**src/rtl/rv_pkg.sv**
```systemverilog
// Shared RV32 fetch-path constants and the fetch-buffer entry type.
package rv_pkg;

    localparam int unsigned XLEN = 32;
    localparam logic [XLEN-1:0] NOP_INSTR = 32'h0000_0013;
    localparam logic [XLEN-1:0] PC_STEP = 32'd4;

    typedef struct packed {
        logic [XLEN-1:0] pc;
        logic [XLEN-1:0] instr;
    } fetch_entry_t;

endpackage

```
**src/rtl/fetch_fifo.sv**
```systemverilog
// Small synchronous FIFO holding fetched {pc, instr} pairs; flush empties it in one cycle.
module fetch_fifo
    import rv_pkg::*;
#(
    parameter int unsigned DEPTH = 2
) (
    input  logic                           clk_i,
    input  logic                           rst_ni,
    input  logic                           flush_i,
    input  logic                           push_i,
    input  fetch_entry_t                   push_data_i,
    input  logic                           pop_i,
    output fetch_entry_t                   head_o,
    output logic [$clog2(DEPTH + 1)-1:0]   count_o
);

    localparam int unsigned CntW = $clog2(DEPTH + 1);
    localparam int unsigned PtrW = (DEPTH > 1) ? $clog2(DEPTH) : 1;

    fetch_entry_t    mem_q [DEPTH];
    logic [PtrW-1:0] wr_ptr_q, wr_ptr_d;
    logic [PtrW-1:0] rd_ptr_q, rd_ptr_d;
    logic [CntW-1:0] count_q, count_d;
    logic            do_push, do_pop;

    function automatic logic [PtrW-1:0] ptr_inc(input logic [PtrW-1:0] p);
        return (p == PtrW'(DEPTH - 1)) ? '0 : p + PtrW'(1);
    endfunction

    assign do_pop  = pop_i && (count_q != '0);
    // A push into a full buffer is only legal when the head leaves in the same cycle.
    assign do_push = push_i && ((count_q != CntW'(DEPTH)) || do_pop);

    always_comb begin
        wr_ptr_d = wr_ptr_q;
        rd_ptr_d = rd_ptr_q;
        count_d  = count_q;
        if (flush_i) begin
            wr_ptr_d = '0;
            rd_ptr_d = '0;
            count_d  = '0;
        end else begin
            if (do_push) wr_ptr_d = ptr_inc(wr_ptr_q);
            if (do_pop)  rd_ptr_d = ptr_inc(rd_ptr_q);
            case ({do_push, do_pop})
                2'b10:   count_d = count_q + CntW'(1);
                2'b01:   count_d = count_q - CntW'(1);
                default: count_d = count_q;
            endcase
        end
    end

    always_ff @(posedge clk_i) begin
        if (!rst_ni) begin
            wr_ptr_q <= '0;
            rd_ptr_q <= '0;
            count_q  <= '0;
        end else begin
            wr_ptr_q <= wr_ptr_d;
            rd_ptr_q <= rd_ptr_d;
            count_q  <= count_d;
        end
    end

    always_ff @(posedge clk_i) begin
        if (do_push && !flush_i) mem_q[wr_ptr_q] <= push_data_i;
    end

    assign head_o  = mem_q[rd_ptr_q];
    assign count_o = count_q;

endmodule

```
**src/rtl/fetch_unit.sv**
```systemverilog
// Instruction-fetch stage: owns the fetch PC, issues in-order memory requests, buffers returned
// words and presents them to IF/ID, dropping wrong-path responses after a redirect.
module fetch_unit
    import rv_pkg::*;
#(
    parameter logic [31:0] RESET_PC   = 32'h0000_0000,
    parameter int unsigned FBUF_DEPTH = 2
) (
    input  logic        clk,
    input  logic        reset,
    input  logic        stall,
    input  logic        branch_taken,
    input  logic [31:0] branch_target,
    output logic        imem_req_valid,
    input  logic        imem_req_ready,
    output logic [31:0] imem_req_addr,
    input  logic        imem_rsp_valid,
    input  logic [31:0] imem_rsp_data,
    output logic [31:0] pc_out,
    output logic [31:0] instruction,
    output logic        if_valid
);

    localparam int unsigned CntW = $clog2(FBUF_DEPTH + 1);
    localparam logic [CntW:0] Capacity = (CntW + 1)'(FBUF_DEPTH);

    logic [XLEN-1:0] pc_fetch_q, pc_fetch_d;
    logic [XLEN-1:0] pc_rsp_q, pc_rsp_d;
    logic [XLEN-1:0] last_pc_q, last_pc_d;
    logic [CntW-1:0] outstanding_q, outstanding_d;
    logic [CntW-1:0] drop_cnt_q, drop_cnt_d;
    logic [CntW-1:0] fifo_count;
    logic [XLEN-1:0] redirect_pc;
    logic            issue, push, pop, fifo_empty;
    fetch_entry_t    push_entry, head;

    assign redirect_pc = branch_target & ~32'h3;
    assign fifo_empty  = (fifo_count == '0);

    // Requests in flight plus buffered words never exceed the buffer, so pushes cannot overflow.
    assign imem_req_valid = reset && !branch_taken &&
                            (({1'b0, outstanding_q} + {1'b0, fifo_count}) < Capacity);
    assign imem_req_addr  = pc_fetch_q;
    assign issue          = imem_req_valid && imem_req_ready;

    assign push       = imem_rsp_valid && !branch_taken && (drop_cnt_q == '0);
    assign pop        = !stall && !branch_taken && !fifo_empty;
    assign push_entry = '{pc: pc_rsp_q, instr: imem_rsp_data};

    fetch_fifo #(
        .DEPTH (FBUF_DEPTH)
    ) u_fetch_fifo (
        .clk_i       (clk),
        .rst_ni      (reset),
        .flush_i     (branch_taken),
        .push_i      (push),
        .push_data_i (push_entry),
        .pop_i       (pop),
        .head_o      (head),
        .count_o     (fifo_count)
    );

    assign if_valid    = !branch_taken && !fifo_empty;
    assign instruction = if_valid ? head.instr : NOP_INSTR;
    assign pc_out      = if_valid ? head.pc : last_pc_q;

    always_comb begin
        pc_fetch_d    = pc_fetch_q;
        pc_rsp_d      = pc_rsp_q;
        outstanding_d = outstanding_q;
        drop_cnt_d    = drop_cnt_q;
        last_pc_d     = last_pc_q;

        if (if_valid) last_pc_d = head.pc;

        case ({issue, imem_rsp_valid})
            2'b10:   outstanding_d = outstanding_q + CntW'(1);
            2'b01:   outstanding_d = outstanding_q - CntW'(1);
            default: outstanding_d = outstanding_q;
        endcase

        if (branch_taken) begin
            // Everything still in flight is wrong-path; a response arriving now is discarded.
            pc_fetch_d = redirect_pc;
            pc_rsp_d   = redirect_pc;
            drop_cnt_d = imem_rsp_valid ? outstanding_q - CntW'(1) : outstanding_q;
        end else begin
            if (issue) pc_fetch_d = pc_fetch_q + PC_STEP;
            if (imem_rsp_valid && (drop_cnt_q != '0)) drop_cnt_d = drop_cnt_q - CntW'(1);
            if (push) pc_rsp_d = pc_rsp_q + PC_STEP;
        end
    end

    always_ff @(posedge clk) begin
        if (!reset) begin
            pc_fetch_q    <= RESET_PC;
            pc_rsp_q      <= RESET_PC;
            last_pc_q     <= '0;
            outstanding_q <= '0;
            drop_cnt_q    <= '0;
        end else begin
            pc_fetch_q    <= pc_fetch_d;
            pc_rsp_q      <= pc_rsp_d;
            last_pc_q     <= last_pc_d;
            outstanding_q <= outstanding_d;
            drop_cnt_q    <= drop_cnt_d;
        end
    end

endmodule

```
**config.mk**
```make
export PLATFORM = sky130hd
export DESIGN_NAME = fetch_unit
export DESIGN_NICKNAME = d
export VERILOG_FILES = /design/src/rtl/rv_pkg.sv /design/src/rtl/fetch_fifo.sv /design/src/rtl/fetch_unit.sv
export SDC_FILE = /design/constraint.sdc
export NUM_CORES = 1
export LEC_CHECK = 0
export ABC_AREA = 1
export BUFFER_PORTS_ARGS = -buffer_cell sky130_fd_sc_hd__clkbuf_2
export CAP_MARGIN = 5
export CORE_MARGIN = 4
export CORE_UTILIZATION = 50
export CTS_CLUSTER_DIAMETER = 60
export CTS_CLUSTER_SIZE = 30
export DETAILED_ROUTE_END_ITERATION = 6
export PLACE_DENSITY_LB_ADDON = 0.3
export SYNTH_ARGS = -nofsm -noshare
export SYNTH_HDL_FRONTEND = slang
export SYNTH_SLANG_ARGS = --single-unit
export TNS_END_PERCENT = 5
```
**constraint.sdc**
```tcl
create_clock -name clk -period 5.8 [get_ports clk]
set_clock_uncertainty 0.15 [all_clocks]
set_input_delay 1.16 -clock clk [delete_from_list [all_inputs] [get_ports clk]]
set_output_delay 1.16 -clock clk [all_outputs]
set_load 0.01 [all_outputs]
```
# Word-level counts from Yosys, hierarchy flattened

Memory sizes are Yosys's and may differ from the RTL's. A register that Yosys moved wholly into a read port is not among the register bits.
Index checks and enable logic that the tools add are counted.

Flip-flop bits (word level): 104
Memory bits (writable): 128
Input bits: 70
Output and inout port bits: 98
Word-level logic and storage cells: 71
Memories kept: 1

Memory list:

| memory             | depth | bits a word | read ports | clocked after Yosys merged registers in | write ports | RTL line         | RTL |
|---|---|---|---|---|---|---|---|
| u_fetch_fifo.mem_q | 2     | 64          | 1          | 1                                       | 1           | fetch_fifo.sv:20 | `fetch_entry_t mem_q [DEPTH];` |

$add $sub $neg: 10
$lt $le $gt $ge: 1
Eq/ne operators: 5
Multiplexer cells: 17
Bitwise gates (word level): 1
Reduce and logical (&&, ||, !) cells: 26

Operators by type and width:

| cell                                                                  | number |
|---|---|
| 32-bit two-way mux                                                    | 6 |
| 32-bit by 3-bit adder with 32-bit output (second input constant)      | 2 |
| 2-bit nonzero test                                                    | 7 |
| 1-bit logical AND                                                     | 12 |
| 2-bit case mux with 2 select lines                                    | 2 |
| 1-bit two-way mux                                                     | 6 |
| 2-bit two-way mux                                                     | 3 |
| 2-bit by 1-bit subtractor with 2-bit output (second input constant)   | 3 |
| 2-bit by 1-bit adder with 2-bit output (second input constant)        | 2 |
| 2-bit by 1-bit == test with 1-bit output (second input constant)      | 2 |
| 2-bit == test (second input constant)                                 | 2 |
| 2-bit zero test                                                       | 2 |
| 2-bit by 2-bit adder with 3-bit output                                | 1 |
| 1-bit zero test                                                       | 3 |
| 3-bit by 2-bit < comparator with 1-bit output (second input constant) | 1 |
| 1-bit adder (second input constant)                                   | 2 |
| 2-bit != test (second input constant)                                 | 1 |
| 2-bit OR reduction                                                    | 1 |
| 1-bit logical OR                                                      | 1 |
| 1-bit inverter                                                        | 1 |

# Logic depth before layout (Yosys ltp)

Depth in word-level cells: 9
Depth in mapped cells: 12
Depth with buffers taken out: 11

# Modules after synthesis

From an unflattened synthesis, not the netlist that was laid out.

Cells, all modules: 1212
Area, all modules: 10879.2 sq um

By module, submodules not included:

| module     | times used | cells each | area an instance (sq um) | sequential area each (sq um) |
|---|---|---|---|---|
| fetch_unit | 1          | 977        | 5984.5                   | 1921.8 |
| fetch_fifo | 1          | 235        | 4894.7                   | 3943.8 |

# Least setup slack after synthesis

OpenSTA, ideal clock, no wires.

Kind: input to register
Start: in branch_taken
End: mem u_fetch_fifo.mem_q[1][0] (netlist name), enable pin
Setup time: 484 ps
Arrival time: 4368 ps
Required time: 5166 ps
Setup slack: 798 ps
Stages on the path: 7
Buffers on the path: 0
Cells stage by stage: inv_2 o21ai_2 nor2_2 inv_2 nand3_1 nand2_1 nor2_1

Longest elaborated chain between the ends: 9
Elaborated cells on any way between the ends: 11

RTL lines:

| what                                        | RTL line                                             | RTL |
|---|---|---|
| start, declared                             | fetch_unit.sv:12                                     | `input logic branch_taken,` |
| 1-bit zero test (*)                         | fetch_fifo.sv:66, fetch_unit.sv:46, fetch_unit.sv:47 |  |
| 1-bit logical AND (2 in series)             | fetch_unit.sv:47                                     | `assign pop = !stall && !branch_taken && !fifo_empty;` |
| 1-bit logical AND                           | fetch_fifo.sv:30                                     | `assign do_pop = pop_i && (count_q != '0);` |
| 1-bit logical OR                            | fetch_fifo.sv:32                                     | `assign do_push = push_i && ((count_q != CntW'(DEPTH)) \|\| do_pop);` |
| 1-bit logical AND                           | fetch_fifo.sv:32                                     |  |
| 1-bit logical AND (*)                       | fetch_fifo.sv:66                                     | `if (do_push && !flush_i) mem_q[wr_ptr_q] <= push_data_i;` |
| 1-bit two-way mux (*)                       | fetch_fifo.sv:66                                     |  |
| 1-bit two-way mux (not written as such) (*) | fetch_fifo.sv:66                                     |  |
| end, declared                               | fetch_fifo.sv:20                                     |  |

Mark *: on every way between the ends. The rest lies on a longest branch, timed or not.

# Worst setup path after layout

Start: in branch_taken
End: out pc_out[29]

Longest elaborated chain between the ends: 3

RTL lines:

| what               | RTL line         | RTL |
|---|---|---|
| 1-bit zero test    | fetch_unit.sv:63 | `assign if_valid = !branch_taken && !fifo_empty;` |
| 1-bit logical AND  | fetch_unit.sv:63 |  |
| 32-bit two-way mux | fetch_unit.sv:65 | `assign pc_out = if_valid ? head.pc : last_pc_q;` |
| end, declared      | fetch_unit.sv:19 | `output logic [31:0] pc_out,` |

No other way between the ends.

==> results.md <==
- Pre-antenna DRT Iters: 5
- Met1 demand-to-capacity share in global routing: 29.0%
- Arrival time worst endpoint: 3.12 ns
- Clock tree from TritonCTS: done
- Count of standard-cell rows: between 50 and 60
- Layout overhead on the synthesized area: 14.9%
- First-pass GRT wire length: ~40000 um
- RR Startpoint: u_fetch_fifo.count_o[1]
- Count of final setup violators: 0
- VDD IR max: 0.000190 V
- Overflow left after global routing: 0
- Average wire length per cell after detail routing: roughly 15 um
- Setup slack, reg-to-reg: around 2.9 ns
- Pin slew with the least headroom to its limit: between 1 and 1.5 ns
- Buffer levels on the longest clock path: 3
- Register clock-pin slew on the reported worst setup and hold paths: 0.10 ns
- DR vias: between 8000 and 9000
- Die boundary width: 154 um
- FF+latch count, synth: roughly 230
- Most frequent cells in the layout: 375 x nand2_1, 166 x inv_1, 163 x clkbuf_2, 124 x edfxtp_1, 101 x nor2_1
- Number of gates resized after cts: 0
- Kind of end point of the critical path: primary output
- Combinational family with the most area after synthesis: simple AND/OR/NAND/NOR gates
- IO buf count: between 150 and 200
- Synthesized instance count: 1279
- Fin Setup TNS: 0 ns
- Unrepaired setup endpoints after global routing: no
- DRC errors left: 0
- Post-DP Area: 11700 um2
- Xor/xnor share of the synthesized area: 1.23%
- Number of logic stages on the critical path including buffering: 9
- Crit path required time: around 4.5 ns
- Power density relative to cell area: ~270 nW/um2
- RD Place Congestion: between 0.9 and 1
- N_diodes: 0
- Area of the die: about 24000 um2
- Number of top-level pins: 168
- Max-slew violation total from the final report: 0
- Layout cell share with drive strength beyond 1: 18.3%
- Tightest slew margin relative to the limit: 31.6%
- Number of nets at the end of the flow: 1496
- Setup bufs post-CTS: 0
- Lkg Pwr: approximately 0.0053 uW
- Multiplexer area fraction after synthesis: under 10%
- Hold buffer count at cts: 0
- CP endpoint: pc_out[29]
- Count of cell types in the netlist: 38
- Overall power consumption: 3300 uW
- Floorplan die height: between 150 and 200 um
- Number of hold violations in the final report: 0
- Most common cell after layout, fill and taps aside: nand2_1
- Final design area excluding fillers: ~12000 um2
- Cell-by-cell trace of the critical path: clkbuf_2 -> inv_2 -> o21ai_2 -> buf_4 -> inv_2 -> buf_4 -> o211ai_1 -> nand2_1 -> clkbuf_2
- Cell at the root of the clock tree: clkbuf_16
- Number of buffer and inverter instances along the worst setup path: 6
- Initial antenna violation count: 0
- Cell with the largest stage delay on the worst path: inv_2
- Clock buffers created by TritonCTS: 16
- Clock sink count: ~230
- Aggregate global-route resource usage: roughly a fifth
- Result of the run: finished, final reports clean
- Final-layout fill cell count: around 1900
- Total Routed Length: 24900 um
- Arithmetic-cell share of the synthesized area counting full adders, half adders and majority gates: less than 1%
- Number of max-cap violations: 0
- Number of synthesis warnings: 0
- R2R depth: 8
- Achievable clock frequency: around 230 MHz
- Kind of start point of the critical path: input pin
- Share of flip-flops with an asynchronous set or reset: 0%
- Area fraction in and, or, nand and nor cells after synthesis: between 20 and 25%
- Worst-path fanout max: 37
- Via density: just over 5
- Pin count of the biggest net entering global routing: 96
- Synthesized area divided by synthesized cell count: approximately 8.4 um2
- Min Tclk post-route: about 4.4 ns
- Top flip-flop cell by instance count after synthesis: edfxtp_1
- H-Tree Level Count: 1
- Met2 Resource Use GR: 33.0%
- Part of the cycle the worst path needs: roughly three quarters
- Number of flops mapped to enable cells by yosys: 124
- Worst flop-to-flop path endpoint: u_fetch_fifo.mem_q[1][30]
- CP Launch Point: branch_taken
- Fraction of the mapped netlist area in compound gates: about 10%
- Critical path's top delay family: buffers and inverters
- Via count of the first global-routing pass: a little over 8000
- Critical path class: input pin to primary output
- Worst min path class: register to register
- Layer carrying the most global-route usage: met2
- Post-Synthesis Cell Area: 10700 um2
- DRC violation total after the first TritonRoute iteration: 513
- Initial Utilization: around half
- Number of nets still failing antenna checks after routing: 0
- Core Area: 21000 um2
- Stage delay of the slowest cell on the critical path: 0.56 ns
- Global Route met3 Usage: roughly 2.7%
- Half-perimeter wire length of the detailed placement result: roughly 17000 um
- Clock insertion delay at the later pin of the skew report: around 0.50 ns
- Proportion of synthesized chip area in sequential cells: between 50% and 60%
## area by class of cell
type	instances	area (um2)	area share [%]
inverter	174	658	5.36
tap	275	344	2.80
clock buffer	18	429	3.49
sequential	225	5750	46.8
clock inverter	10	156	1.27
timing repair buffer	172	883	7.19
multi-input combinational	832	4060	33.1
## cells in the mapped netlist (7+ instances only)
cell	instances	area [um2]
mux2_2	29	327
edfxtp_1	124	3720
a21oi_1	85	425
nor2_1	103	387
buf_2	22	110
o21ai_0	52	260
o21ai_1	7	35.0
dfxtp_1	101	2020
nand3_1	66	330
xor2_1	12	105
nor2_2	9	56.3
inv_1	166	623
a31oi_1	7	43.8
nand4_1	9	56.3
nand2_1	375	1410
clkbuf_1	15	56.3
o211ai_1	35	263
## where the power goes
part / total (uW) / leakage [uW] / switching [uW] / internal, uW
combinational: 273 / 0.00305 / 174 / 99.0
sequential: 1810 / 0.00196 / 62.8 / 1750
clock: 1210 / 0.000279 / 624 / 587
total: 3300 / 0.00529 / 861 / 2440
## routing by layer
metal / routed length, um / vias to the layer above / share of wire [%]
met3: 1900 / 38 / 7.6
met4: 422 / 0 / 1.7
met5: 0 / - / 0
li1: - / 4436 / -
met2: 11200 / 316 / 45
met1: 11400 / 4018 / 46
## worst min path at each step
stage | from | to | slack, ns | cells past startpoint
4_1_cts | u_fetch_fifo.rd_ptr_q | u_fetch_fifo.rd_ptr_q | 0.30 | 1
2_1_floorplan | last_pc_q[0] | last_pc_q[0] | 0.27 | 2
6_report | last_pc_q[0] | last_pc_q[0] | 0.30 | 2
5_1_grt | last_pc_q[0] | last_pc_q[0] | 0.34 | 2
3_3_place_gp | u_fetch_fifo.rd_ptr_q | register | 0.28 | 1
3_5_place_dp | u_fetch_fifo.rd_ptr_q | register | 0.29 | 1
## kinds of logic (layout without fill, tap and decap cells)
| kind of cell | Yosys count | in the layout |
|---|---|---|
| compound gates | 196 | 196 |
| xor+xnor | 15 | 15 |
| fa+ha+maj | 5 | 5 |
| buf+inv | 223 | 374 |
| flops | 225 | 225 |
| mux | 29 | 29 |
| other cells | 1 | 2 |
| simple gates | 585 | 585 |
## state kept, by name (all words and copies together) (netlist names), named ones only
| register | flops |
|---|---|
| drop_cnt_q | 2 |
| imem_req_addr | 30 |
| last_pc_q | 32 |
| outstanding_q | 2 |
| pc_rsp_q | 30 |
| u_fetch_fifo.count_o | 2 |
| u_fetch_fifo.mem_q | 124 |
| u_fetch_fifo.rd_ptr_q | 1 |
| u_fetch_fifo.wr_ptr_q | 1 |
## through the flow
step / setup WS [ns] / hold slack, ns / std cells / util (%)
after floorplan: 0.798 / 0.271 / 1280 / -
after global placement: 1.37 / 0.278 / 1678 / 55.6
after detailed placement: 1.34 / 0.290 / 1678 / 55.6
after CTS: 1.32 / 0.304 / 1706 / 58.4
after global routing: 1.19 / 0.340 / 1706 / 58.4
final: 1.37 / 0.303 / 1706 / 58.4
## worst reg2reg max path, cell delays in order, from the launching register on
cell     delay [ns]
dfxtp_1        0.47
o21ai_2        0.07
buf_4          0.24
nor2_2         0.25
inv_2          0.06
nand3_1        0.09
nand2_1        0.15
nor2_4         0.70
buf_4          0.43
Power figures use the tool's default switching activity.
